File: config.mk
export PLATFORM = sky130hd
export DESIGN_NAME = ddr_req_queue
export DESIGN_NICKNAME = d
export VERILOG_FILES = /design/src/rtl/ddr_ctrl_pkg.sv /design/src/rtl/ddr_req_fifo.sv /design/src/rtl/ddr_req_queue.sv
export SDC_FILE = /design/constraint.sdc
export NUM_CORES = 1
export LEC_CHECK = 0
export CAP_MARGIN = 20
export CORE_MARGIN = 2
export CORE_UTILIZATION = 48
export CTS_CLUSTER_SIZE = 12
export DETAILED_ROUTE_END_ITERATION = 7
export HOLD_SLACK_MARGIN = 0.08
export PLACE_DENSITY_LB_ADDON = 0.25
export SLEW_MARGIN = 20
export SYNTH_ARGS = -nofsm -noshare
export SYNTH_HDL_FRONTEND = slang
export SYNTH_SLANG_ARGS = --single-unit
File: constraint.sdc
create_clock -name clk -period 2.1 [get_ports clk]
set_input_delay 0.42 -clock clk [delete_from_list [all_inputs] [get_ports clk]]
set_output_delay 0.42 -clock clk [all_outputs]
set_load 0.1 [all_outputs]
File: src/rtl/ddr_ctrl_pkg.sv
// Shared types for the DDR controller and its request queue: the request
// record carried through the queue, the queue FSM states and the default
// user-side widths. A saturating increment helper serves the optional
// statistics counters of ddr_req_queue (DDR_REQ_QUEUE_STATS_EN).
package ddr_ctrl_pkg;

  localparam int DDR_ADDR_W = 11;  // bank, row, column
  localparam int DDR_DATA_W = 16;

  // One queued user request, as presented to top_DDR_controller.
  typedef struct packed {
    logic                  wr;     // 1 = write, 0 = read
    logic [DDR_ADDR_W-1:0] addr;
    logic [DDR_DATA_W-1:0] wdata;  // don't-care for reads
  } ddr_req_t;

  // Request queue issue FSM.
  typedef enum logic [1:0] {
    ST_IDLE      = 2'd0,  // waiting for a queued request and an idle controller
    ST_WAIT_ACK  = 2'd1,  // command presented, waiting for cmd_exec_ack
    ST_WAIT_DONE = 2'd2   // command accepted, waiting for the controller to go idle
  } req_q_state_e;

  localparam logic [15:0] STAT_MAX = 16'hFFFF;

  // Increment that sticks at all-ones instead of wrapping.
  function automatic logic [15:0] sat_inc(input logic [15:0] value);
    return (value == STAT_MAX) ? value : value + 16'd1;
  endfunction

endpackage

File: src/rtl/ddr_req_fifo.sv
// Synchronous FIFO of ddr_req_t. The head entry is always visible on `head`
// (first-word fall-through), so the consumer reads it and pops in the same
// cycle. Pointers wrap naturally because DEPTH is a power of two; occupancy
// is a separate 0..DEPTH counter, which keeps full/empty unambiguous.
module ddr_req_fifo
  import ddr_ctrl_pkg::*;
#(
  parameter int DEPTH = 4
) (
  input  logic                     clk,
  input  logic                     reset,
  input  logic                     push,
  input  ddr_req_t                 push_data,
  input  logic                     pop,
  output ddr_req_t                 head,
  output logic                     full,
  output logic                     empty,
  output logic [$clog2(DEPTH):0]   count
);

  localparam int PTR_W = $clog2(DEPTH);
  localparam int CNT_W = PTR_W + 1;

  ddr_req_t           mem [DEPTH];
  logic [PTR_W-1:0]   wr_ptr;
  logic [PTR_W-1:0]   rd_ptr;
  logic               push_ok;
  logic               pop_ok;

  // Guard against overflow/underflow so a misbehaving caller cannot corrupt
  // the occupancy count.
  assign push_ok = push && !full;
  assign pop_ok  = pop && !empty;

  assign full  = (count == CNT_W'(DEPTH));
  assign empty = (count == '0);
  assign head  = mem[rd_ptr];

  // Storage write port.
  // NOTE: the storage array has no reset: an entry is only read after it has
  // been written, and leaving it out keeps the array in plain RAM/flops
  // without a reset tree.
  always_ff @(posedge clk) begin
    if (push_ok) begin
      mem[wr_ptr] <= push_data;
    end
  end

  // Pointer and occupancy bookkeeping.
  // NOTE: sequential state uses non-blocking assignments so every flop
  // samples the pre-edge values, independent of statement order.
  always_ff @(posedge clk or negedge reset) begin
    if (!reset) begin
      wr_ptr <= '0;
      rd_ptr <= '0;
      count  <= '0;
    end else begin
      if (push_ok) wr_ptr <= wr_ptr + PTR_W'(1);
      if (pop_ok)  rd_ptr <= rd_ptr + PTR_W'(1);
      case ({push_ok, pop_ok})
        2'b10:   count <= count + CNT_W'(1);
        2'b01:   count <= count - CNT_W'(1);
        default: count <= count;  // idle, or push and pop cancel out
      endcase
    end
  end

endmodule

File: src/rtl/ddr_req_queue.sv
// Request buffer between the user port and top_DDR_controller. User requests
// are queued in ddr_req_fifo and issued one at a time through a three-state
// handshake (load, ack, done). Read data returned on valid_data is handed
// back to the user as a single-cycle rd_valid pulse; only the first
// valid_data of each read is taken.
// Optional build macro DDR_REQ_QUEUE_STATS_EN adds saturating counters of
// issued writes, issued reads and full cycles.
// ADDR_W/DATA_W must match the ddr_ctrl_pkg widths that size ddr_req_t.
module ddr_req_queue
  import ddr_ctrl_pkg::*;
#(
  parameter int DEPTH  = 4,
  parameter int ADDR_W = DDR_ADDR_W,
  parameter int DATA_W = DDR_DATA_W
) (
  input  logic                     clk,
  input  logic                     reset,
  // user request port
  input  logic                     req_valid,
  output logic                     req_ready,
  input  logic                     req_wr,
  input  logic [ADDR_W-1:0]        req_addr,
  input  logic [DATA_W-1:0]        req_wdata,
  // user read return
  output logic                     rd_valid,
  output logic [DATA_W-1:0]        rd_data,
  output logic [$clog2(DEPTH):0]   q_level,
  // controller command port
  output logic                     WR_command,
  output logic [ADDR_W-1:0]        DRAM_Address,
  output logic [DATA_W-1:0]        Write_data,
  input  logic                     busy,
  input  logic                     cmd_exec_ack,
  input  logic                     valid_data,
  input  logic [DATA_W-1:0]        Read_data
`ifdef DDR_REQ_QUEUE_STATS_EN
  ,
  output logic [15:0]              stat_wr_cnt,
  output logic [15:0]              stat_rd_cnt,
  output logic [15:0]              stat_full_cyc
`else
  // statistics ports are not built
`endif
);

  localparam int LVL_W = $clog2(DEPTH) + 1;

  ddr_req_t            push_data;
  ddr_req_t            head;
  logic                push;
  logic                fifo_full;
  logic                fifo_empty;
  logic [LVL_W-1:0]    fifo_count;

  req_q_state_e        state_q;
  req_q_state_e        state_d;
  logic                load;       // issue the FIFO head this cycle
  logic                capture;    // take Read_data this cycle
  logic                is_rd_q;    // command in flight is a read
  logic                rd_taken_q; // its read data has already been taken

  // req_ready depends only on registered occupancy and the reset pin, so
  // there is no path from req_valid back to req_ready.
  assign req_ready = reset && !fifo_full;
  assign push      = req_valid && req_ready;
  assign q_level   = fifo_count;
  assign push_data = '{wr: req_wr, addr: req_addr, wdata: req_wdata};

  ddr_req_fifo #(
    .DEPTH (DEPTH)
  ) u_fifo (
    .clk       (clk),
    .reset     (reset),
    .push      (push),
    .push_data (push_data),
    .pop       (load),
    .head      (head),
    .full      (fifo_full),
    .empty     (fifo_empty),
    .count     (fifo_count)
  );

  // FSM state register.
  always_ff @(posedge clk or negedge reset) begin
    if (!reset) begin
      state_q <= ST_IDLE;
    end else begin
      state_q <= state_d;
    end
  end

  // FSM next-state and issue/capture decisions.
  // NOTE: every signal written here gets a default first; a path that left
  // one unassigned would infer a latch.
  always_comb begin
    state_d = state_q;
    load    = 1'b0;
    capture = 1'b0;
    case (state_q)
      ST_IDLE: begin
        // cmd_exec_ack is deliberately ignored here.
        if (!fifo_empty && !busy) begin
          load    = 1'b1;
          state_d = ST_WAIT_ACK;
        end
      end
      ST_WAIT_ACK: begin
        if (cmd_exec_ack) begin
          state_d = ST_WAIT_DONE;
        end
      end
      ST_WAIT_DONE: begin
        // valid_data during a write, or a repeat during a read, is dropped.
        if (is_rd_q && valid_data && !rd_taken_q) begin
          capture = 1'b1;
        end
        if (!busy && !cmd_exec_ack) begin
          state_d = ST_IDLE;
        end
      end
      default: begin
        state_d = ST_IDLE;
      end
    endcase
  end

  // Controller command registers: loaded on issue, held otherwise, so they
  // keep the last command's values while idle.
  always_ff @(posedge clk or negedge reset) begin
    if (!reset) begin
      WR_command   <= 1'b0;
      DRAM_Address <= '0;
      Write_data   <= '0;
      is_rd_q      <= 1'b0;
    end else if (load) begin
      WR_command   <= head.wr;
      DRAM_Address <= head.addr;
      Write_data   <= head.wdata;
      is_rd_q      <= !head.wr;
    end
  end

  // Read return: register Read_data and pulse rd_valid for one cycle.
  always_ff @(posedge clk or negedge reset) begin
    if (!reset) begin
      rd_valid   <= 1'b0;
      rd_data    <= '0;
      rd_taken_q <= 1'b0;
    end else begin
      rd_valid <= capture;
      if (capture) begin
        rd_data    <= Read_data;
        rd_taken_q <= 1'b1;
      end else if (load) begin
        rd_taken_q <= 1'b0;
      end
    end
  end

`ifdef DDR_REQ_QUEUE_STATS_EN
  // Saturating issue and full-cycle counters.
  always_ff @(posedge clk or negedge reset) begin
    if (!reset) begin
      stat_wr_cnt   <= '0;
      stat_rd_cnt   <= '0;
      stat_full_cyc <= '0;
    end else begin
      if (load && head.wr)  stat_wr_cnt <= sat_inc(stat_wr_cnt);
      if (load && !head.wr) stat_rd_cnt <= sat_inc(stat_rd_cnt);
      if (fifo_full)        stat_full_cyc <= sat_inc(stat_full_cyc);
    end
  end
`else
  // statistics counters are not built
`endif

endmodule

==> run_results.csv, run 1 <==
group,metric,value,unit
status,status,"finished, final reports clean",
critical_path,worst_path_max_delay_cell,"dfrtp_4",
timing,setup_violations,0,
synth,syn_inst,297,
grt,grt_max_degree,57,
critical_path,path_delay_family,"flip-flops",
drt,antenna_left,0,
grt,grt-busiest-layer,"met2",
synth,ys_warn_count,0,
floorplan,die_area,0.0143,mm2
synth,ys_types,32,
grt,grtUsageMet3,4.33,%
clocking,root_buffer,"clkbuf_16",
critical_path,crit_fanout,6,
floorplan,rows,42,
synth,syn_area,0.00642,mm2
drt,drc,0,
critical_path,start_kind,"register",
drt,via_per_inst,5.06,
synth,synth.net_count,353,
critical_path,crit_path_end_kind,"register",
placement,place_congestion,0.726,
grt,grtUsageMet2,29.2,%
drt,wl,11300,um
clocking,numCtsBuffers,17,
critical_path,path_cells,"o311a_1 -> inv_1 -> ha_4 -> inv_2 -> fa_2 -> xor2_1 -> nor2_1 -> xnor2_1",
clocking,cts_tree,"done",
clocking,cts_buffer_depth,2,
placement,dp_hpwl,7420,um
grt,use_met1,20.8,%
clocking,clock-sinks,168,
clocking,clock_latency,420,ps
final_layout,drive_above_1_share,41.9,%
timing,rsz0062_at_grt,"false",
floorplan,io_pins,99,
critical_path,criticalPathCategory,"register to register",
timing,hold_viol_final,0,
synth,seq_area_frac_synth,74.2,%
floorplan,core,0.0131,mm2
timing,slew_headroom,50.6,%
synth,yosys_register_bits,168,
timing,skew,10.2,ps
final_layout,n_fill_cell,932,
timing,tightest_slew,741,ps
drt,drt_iter0_drc,128,
critical_path,cp.required,2430,ps
floorplan,initial_utilization,48.9,%
placement,dp_slack,-125,ps
synth,syn_area_per_cell,21.6,um2
critical_path,crit_arrival,2290,ps
run,drv_cap,0,
grt,overflow,0,
clocking,htree_levels,4,
placement,port_buffers,98,
timing,final_max_slew_viol_count,0,
critical_path,path_buf_inv,2,
timing,min_period_over_period,93.6,%
final_layout,diodes,0,
final_layout,areaGrowthSynthToFinish,28.8,%
drt,wl_per_cell,18.4,um
grt,grt_pass1_wl,18000,um
drt,dr.pass1.iters,4,
clocking,post_cts_buffers,0,
clocking,holdBufCountCts,0,
timing,fin_crit,1970,ps
timing,fmax,509,MHz
final_layout,final_cell_mix,"edfxtp_1, buf_4, dfrtp_1",
clocking,cts.clk_slew.worst_paths,60,ps
drt,routed-via-count,3109,
timing,setup_ws,134,ps
floorplan,die_x,120,um
worst_hold_path,worstHoldPathType,"input pin to async pin",
grt,antenna_found_initial,0,
floorplan,die_h,120,um
final_layout,nets,482,
grt,grt_pass1_vias,3438,
grt,grt_usage,17.1,%
clocking,cts_resized,0,
final_layout,final_common_cell,"edfxtp_1",
critical_path,worst_path_largest_cell_delay,510,ps
## sequential cells by signal, indices dropped and copies added (netlist names)
register / flops
u_fifo.mem: 112
Write_data: 16
rd_data: 16
DRAM_Address: 11
u_fifo.count: 3
state_q: 2
u_fifo.rd_ptr: 2
u_fifo.wr_ptr: 2
WR_command: 1
is_rd_q: 1
rd_taken_q: 1
rd_valid: 1
## cell usage after synthesis, drive strengths merged
master / n / area, um2
a21oi: 2 / 10.0
and2: 5 / 31.3
buf: 11 / 106
clkbuf: 1 / 3.75
dfrtp: 56 / 1400
edfxtp: 112 / 3360
fa: 1 / 20.0
ha: 5 / 62.6
inv: 9 / 33.8
mux2: 45 / 601
mux2i: 1 / 10.0
mux4: 28 / 631
nand2: 2 / 7.51
nand2b: 1 / 6.26
nand3: 1 / 5.00
nor2: 2 / 7.51
nor3: 1 / 5.00
nor3b: 1 / 7.51
o21ai: 1 / 5.00
o22ai: 1 / 6.26
o311a: 1 / 10.0
o31a: 1 / 8.76
or2: 1 / 6.26
or3: 2 / 17.5
xnor2: 4 / 35.0
xor2: 2 / 17.5
## final timing paths
check,from,end,slack (ps),depth (start not counted)
max,u_fifo.count[0],u_fifo.count[2],130,8
min,reset,rd_data[9],220,2
max reg2reg,u_fifo.count[0],u_fifo.count[2],130,8
min reg2reg,rd_data[9],rd_data[9],510,1
max in group asynchronous,reset,u_fifo.count[0],1320,2
min in group clk,rd_data[9],rd_data[9],510,1
## logic make-up after synthesis
group	synth area share, %
adders and majority gates	1.29
DFF	74.2
AOI/OAI and AO/OA	0.624
xor gates and xnor gates	0.819
muxes	19.3
buffers and inverters	2.24
and+or+nand+nor	1.46
## worst register-to-register path: cells and delay by family, from the launching register on
family	cells	cell delay, ps
adder cells (fa/ha/maj)	2	470
XOR/XNOR	2	270
buffers and inverters	2	140
AO/OA/AOI/OAI	1	380
AND/OR/NAND/NOR	1	110
flip-flops	1	510
## routing by layer
metal / up-vias / part of all wire, %
li1: 1410 / -
met1: 1632 / 42
met2: 53 / 53
met3: 14 / 3.1
met4: 0 / 1.8
met5: - / 0
## layout make-up
class / instances / area, um2 / area share [%]
sequential: 168 / 4780 / 57.8
multi-input combinational: 108 / 1530 / 18.5
timing repair buffer: 122 / 1130 / 13.7
clock buffer: 20 / 437 / 5.28
tap: 176 / 220 / 2.66
clock inverter: 12 / 133 / 1.60
inverter: 9 / 33.8 / 0.409
## stage by stage
| stage | instances | hold WS (ps) | TNS (ps) | util, % | area [um2] |
|---|---|---|---|---|---|
| 5_1_grt | 615 | 291 | 0 | 62.9 | 8270 |
| 3_3_place_gp | 583 | 490 | -84.1 | 58.6 | 7700 |
| 3_5_place_dp | 583 | 496 | -136 | 58.6 | 7700 |
| 2_1_floorplan | 297 | 124 | -311 | - | 6450 |
| 4_1_cts | 615 | 241 | 0 | 62.9 | 8270 |
| 6_report | 615 | 217 | 0 | 62.9 | 8270 |
Power of run 1 is not shown: default switching activity piles up to over one toggle a cycle in this logic, so the estimate is an artifact.
==> run 2: changes to the inputs <==
--- a/config.mk
+++ b/config.mk
@@ -8,6 +8,7 @@
 export CAP_MARGIN = 20
 export CORE_MARGIN = 2
 export CORE_UTILIZATION = 48
+export CTS_BUF_LIST = sky130_fd_sc_hd__clkbuf_16
 export CTS_CLUSTER_SIZE = 12
 export DETAILED_ROUTE_END_ITERATION = 7
 export HOLD_SLACK_MARGIN = 0.08
@@ -15,4 +16,5 @@
 export SLEW_MARGIN = 20
 export SYNTH_ARGS = -nofsm -noshare
 export SYNTH_HDL_FRONTEND = slang
+export SYNTH_HIERARCHICAL = 1
 export SYNTH_SLANG_ARGS = --single-unit
==> run_results.csv, run 2 <==
group,metric,value,unit
status,status,"finished with violations",
status,violations,"setup timing",
floorplan,core,0.0131,mm2
floorplan,rows,42,
final_layout,final_util,63.5,%
synth,async_flop_share,33.3,%
critical_path,criticalPathCategory,"register to register",
final_layout,areaGrowthSynthToFinish,30.3,%
final_layout,diodes,0,
floorplan,initial_utilization,48.7,%
critical_path,start_kind,"register",
drt,dr.pass1.iters,4,
placement,dp_hpwl,7220,um
drt,wl,11900,um
clocking,clock-sinks,168,
synth,synth_top_area_cell,"edfxtp_1",
clocking,clock_latency,420,ps
final_layout,final_common_cell,"edfxtp_1",
timing,fmax,444,MHz
final_layout,n_fill_cell,963,
final_layout,final_cell_mix,"edfxtp_1, nand2_1, buf_4",
critical_path,crit_path_end,"u_fifo/count[2]",
floorplan,die_x,119,um
timing,rsz0062_at_grt,"true",
timing,final_max_slew_viol_count,0,
critical_path,crit_arrival,2580,ps
run,drv_cap,0,
grt,grt_usage,18.2,%
clocking,htree_levels,4,
clocking,cts_tree,"done",
clocking,numCtsBuffers,17,
drt,antenna_left,0,
critical_path,rr_startpoint,"state_q[1]",
critical_path,crit_fanout,2,
timing,min_period_over_period,107,%
drt,routed-via-count,3375,
grt,grt_pass1_vias,3640,
final_layout,reg.largest.list,"u_fifo/mem (112), Write_data (16), rd_data (16)",
placement,port_buffers,98,
grt,overflow,0,
drt,wl_per_cell,17.6,um
clocking,root_buffer,"clkbuf_16",
drt,drc,0,
synth,synthFlopType,"edfxtp_1",
synth,seq_area_frac_synth,74.4,%
final_layout,nets,545,
critical_path,reg2regPathDepth,9,
clocking,cts_buffer_depth,2,
final_layout,largest_reg_flops,112,
grt,antenna_found_initial,0,
floorplan,die_area,0.0143,mm2
timing,setup_violations,1,
drt,drt_iter0_drc,191,
timing,fin_crit,2250,ps
synth,synth-edff-count,112,
synth,synth_most_common_cell,"edfxtp_1",
clocking,cts.clk_slew.worst_paths,60,ps
critical_path,crit_path_end_kind,"register",
grt,grt_pass1_wl,19100,um
drt,via_per_inst,4.98,
synth,synth.net_count,414,
timing,skew,7.21,ps
synth,ys_types,32,
final_layout,drive_above_1_share,34.7,%
critical_path,crit_start,"state_q[1]",
synth,syn_area_per_cell,17.9,um2
critical_path,rr_endpoint,"u_fifo/count[2]",
synth,ys_warn_count,6,
synth,ys_top_cells_by_area,"edfxtp_1, dfrtp_1, mux4_2",
placement,place_congestion,0.719,
final_layout,max_flop_register,"u_fifo/mem",
synth,syn_area,0.00640,mm2
synth,yosys_register_bits,168,
timing,slew_headroom,49.9,%
worst_hold_path,worstHoldPathType,"input pin to async pin",
grt,grt_max_degree,57,
timing,setup_ws,-152,ps
timing,hold_viol_final,0,
timing,tightest_slew,752,ps
floorplan,io_pins,99,
critical_path,cp.required,2430,ps
floorplan,die_h,119,um
synth,yosysTopAreaCellShare,52.5,%
synth,syn_inst,358,
synth,synth_commonest_cells,"edfxtp_1, nand2_1, dfrtp_1",
critical_path,r2r_slack,-150,ps
[run 2: area by class of cell]
class	instances	area [um2]	share of cell area, %
clock inverter	15	176	2.12
tap	176	220	2.64
multi-input combinational	166	1520	18.2
sequential	168	4780	57.3
timing repair buffer	127	1190	14.2
clock buffer	17	425	5.10
inverter	9	36.3	0.435
[run 2: worst min-delay path by stage]
stage / start / to / slack (ps) / cells after the start
6_report: reset / rd_data[13] / 240 / 2
4_1_cts: reset / rd_data[13] / 260 / 2
3_5_place_dp: DRAM_Address[8] / DRAM_Address[8] / 460 / 2
2_1_floorplan: reset / DRAM_Address[0] / 120 / 0
5_1_grt: reset / rd_data[13] / 290 / 2
3_3_place_gp: rd_taken_q / rd_taken_q / 450 / 2
[run 2: kinds of logic (layout without fill, tap and decap cells)]
family / after synthesis / after routing / synth area share, %
DFF: 168 / 168 / 74.4
AOI/OAI and AO/OA: 4 / 4 / 0.411
buffers and inverters: 24 / 168 / 2.50
and+or+nand+nor: 104 / 104 / 7.02
adders and majority gates: 6 / 6 / 1.29
muxes: 46 / 46 / 13.5
xor gates and xnor gates: 6 / 6 / 0.821
[run 2: through the flow]
stage | setup WS, ps | TNS (ps) | cell area, um2 | std cells | hold WS, ps
finish | -152 | -152 | 8340 | 678 | 242
global route | -229 | -231 | 8340 | 678 | 291
CTS | -113 | -113 | 8320 | 677 | 263
detailed placement | -584 | -1020 | 7690 | 643 | 464
global placement | -522 | -901 | 7690 | 643 | 452
floorplan | -562 | -59910 | 6440 | 358 | 124
[run 2: metal layers]
layer / wire length [um] / part of all wire, % / GRT usage, %
met1: 4960 / 42 / 23.3
met2: 5960 / 50 / 28.9
met3: 799 / 6.7 / 5.65
met4: 213 / 1.8 / 8.24
met5: 0 / 0 / 0
[run 2: critical path, cell delays in order (launching register included)]
cell	delay [ps]
dfrtp_1	380
or4_4	570
inv_4	80
o31a_4	150
ha_4	130
inv_2	30
fa_2	320
xor2_1	140
nor2_1	130
xor2_1	220
[run 2: what timing repair did]
action                     CTS  global route
setup endpoints to repair    2             2
resized for setup            3             3
pin swaps                    7             5
hold buffers                 0             0
setup buffers                2             1
Power of run 2 is left out for the same reason.
==> run 3: changes to the inputs <==
--- a/config.mk
+++ b/config.mk
@@ -5,11 +5,11 @@
 export SDC_FILE = /design/constraint.sdc
 export NUM_CORES = 1
 export LEC_CHECK = 0
+export ABC_CLOCK_PERIOD_IN_PS = 2100
 export CAP_MARGIN = 20
 export CORE_MARGIN = 2
 export CORE_UTILIZATION = 48
 export CTS_BUF_LIST = sky130_fd_sc_hd__clkbuf_16
-export CTS_CLUSTER_SIZE = 12
 export DETAILED_ROUTE_END_ITERATION = 7
 export HOLD_SLACK_MARGIN = 0.08
 export PLACE_DENSITY_LB_ADDON = 0.25
==> results of run 3 <==
No change in the layout: final DEF, timing and power equal those of run 2.
Power of run 3 is left out for the same reason.
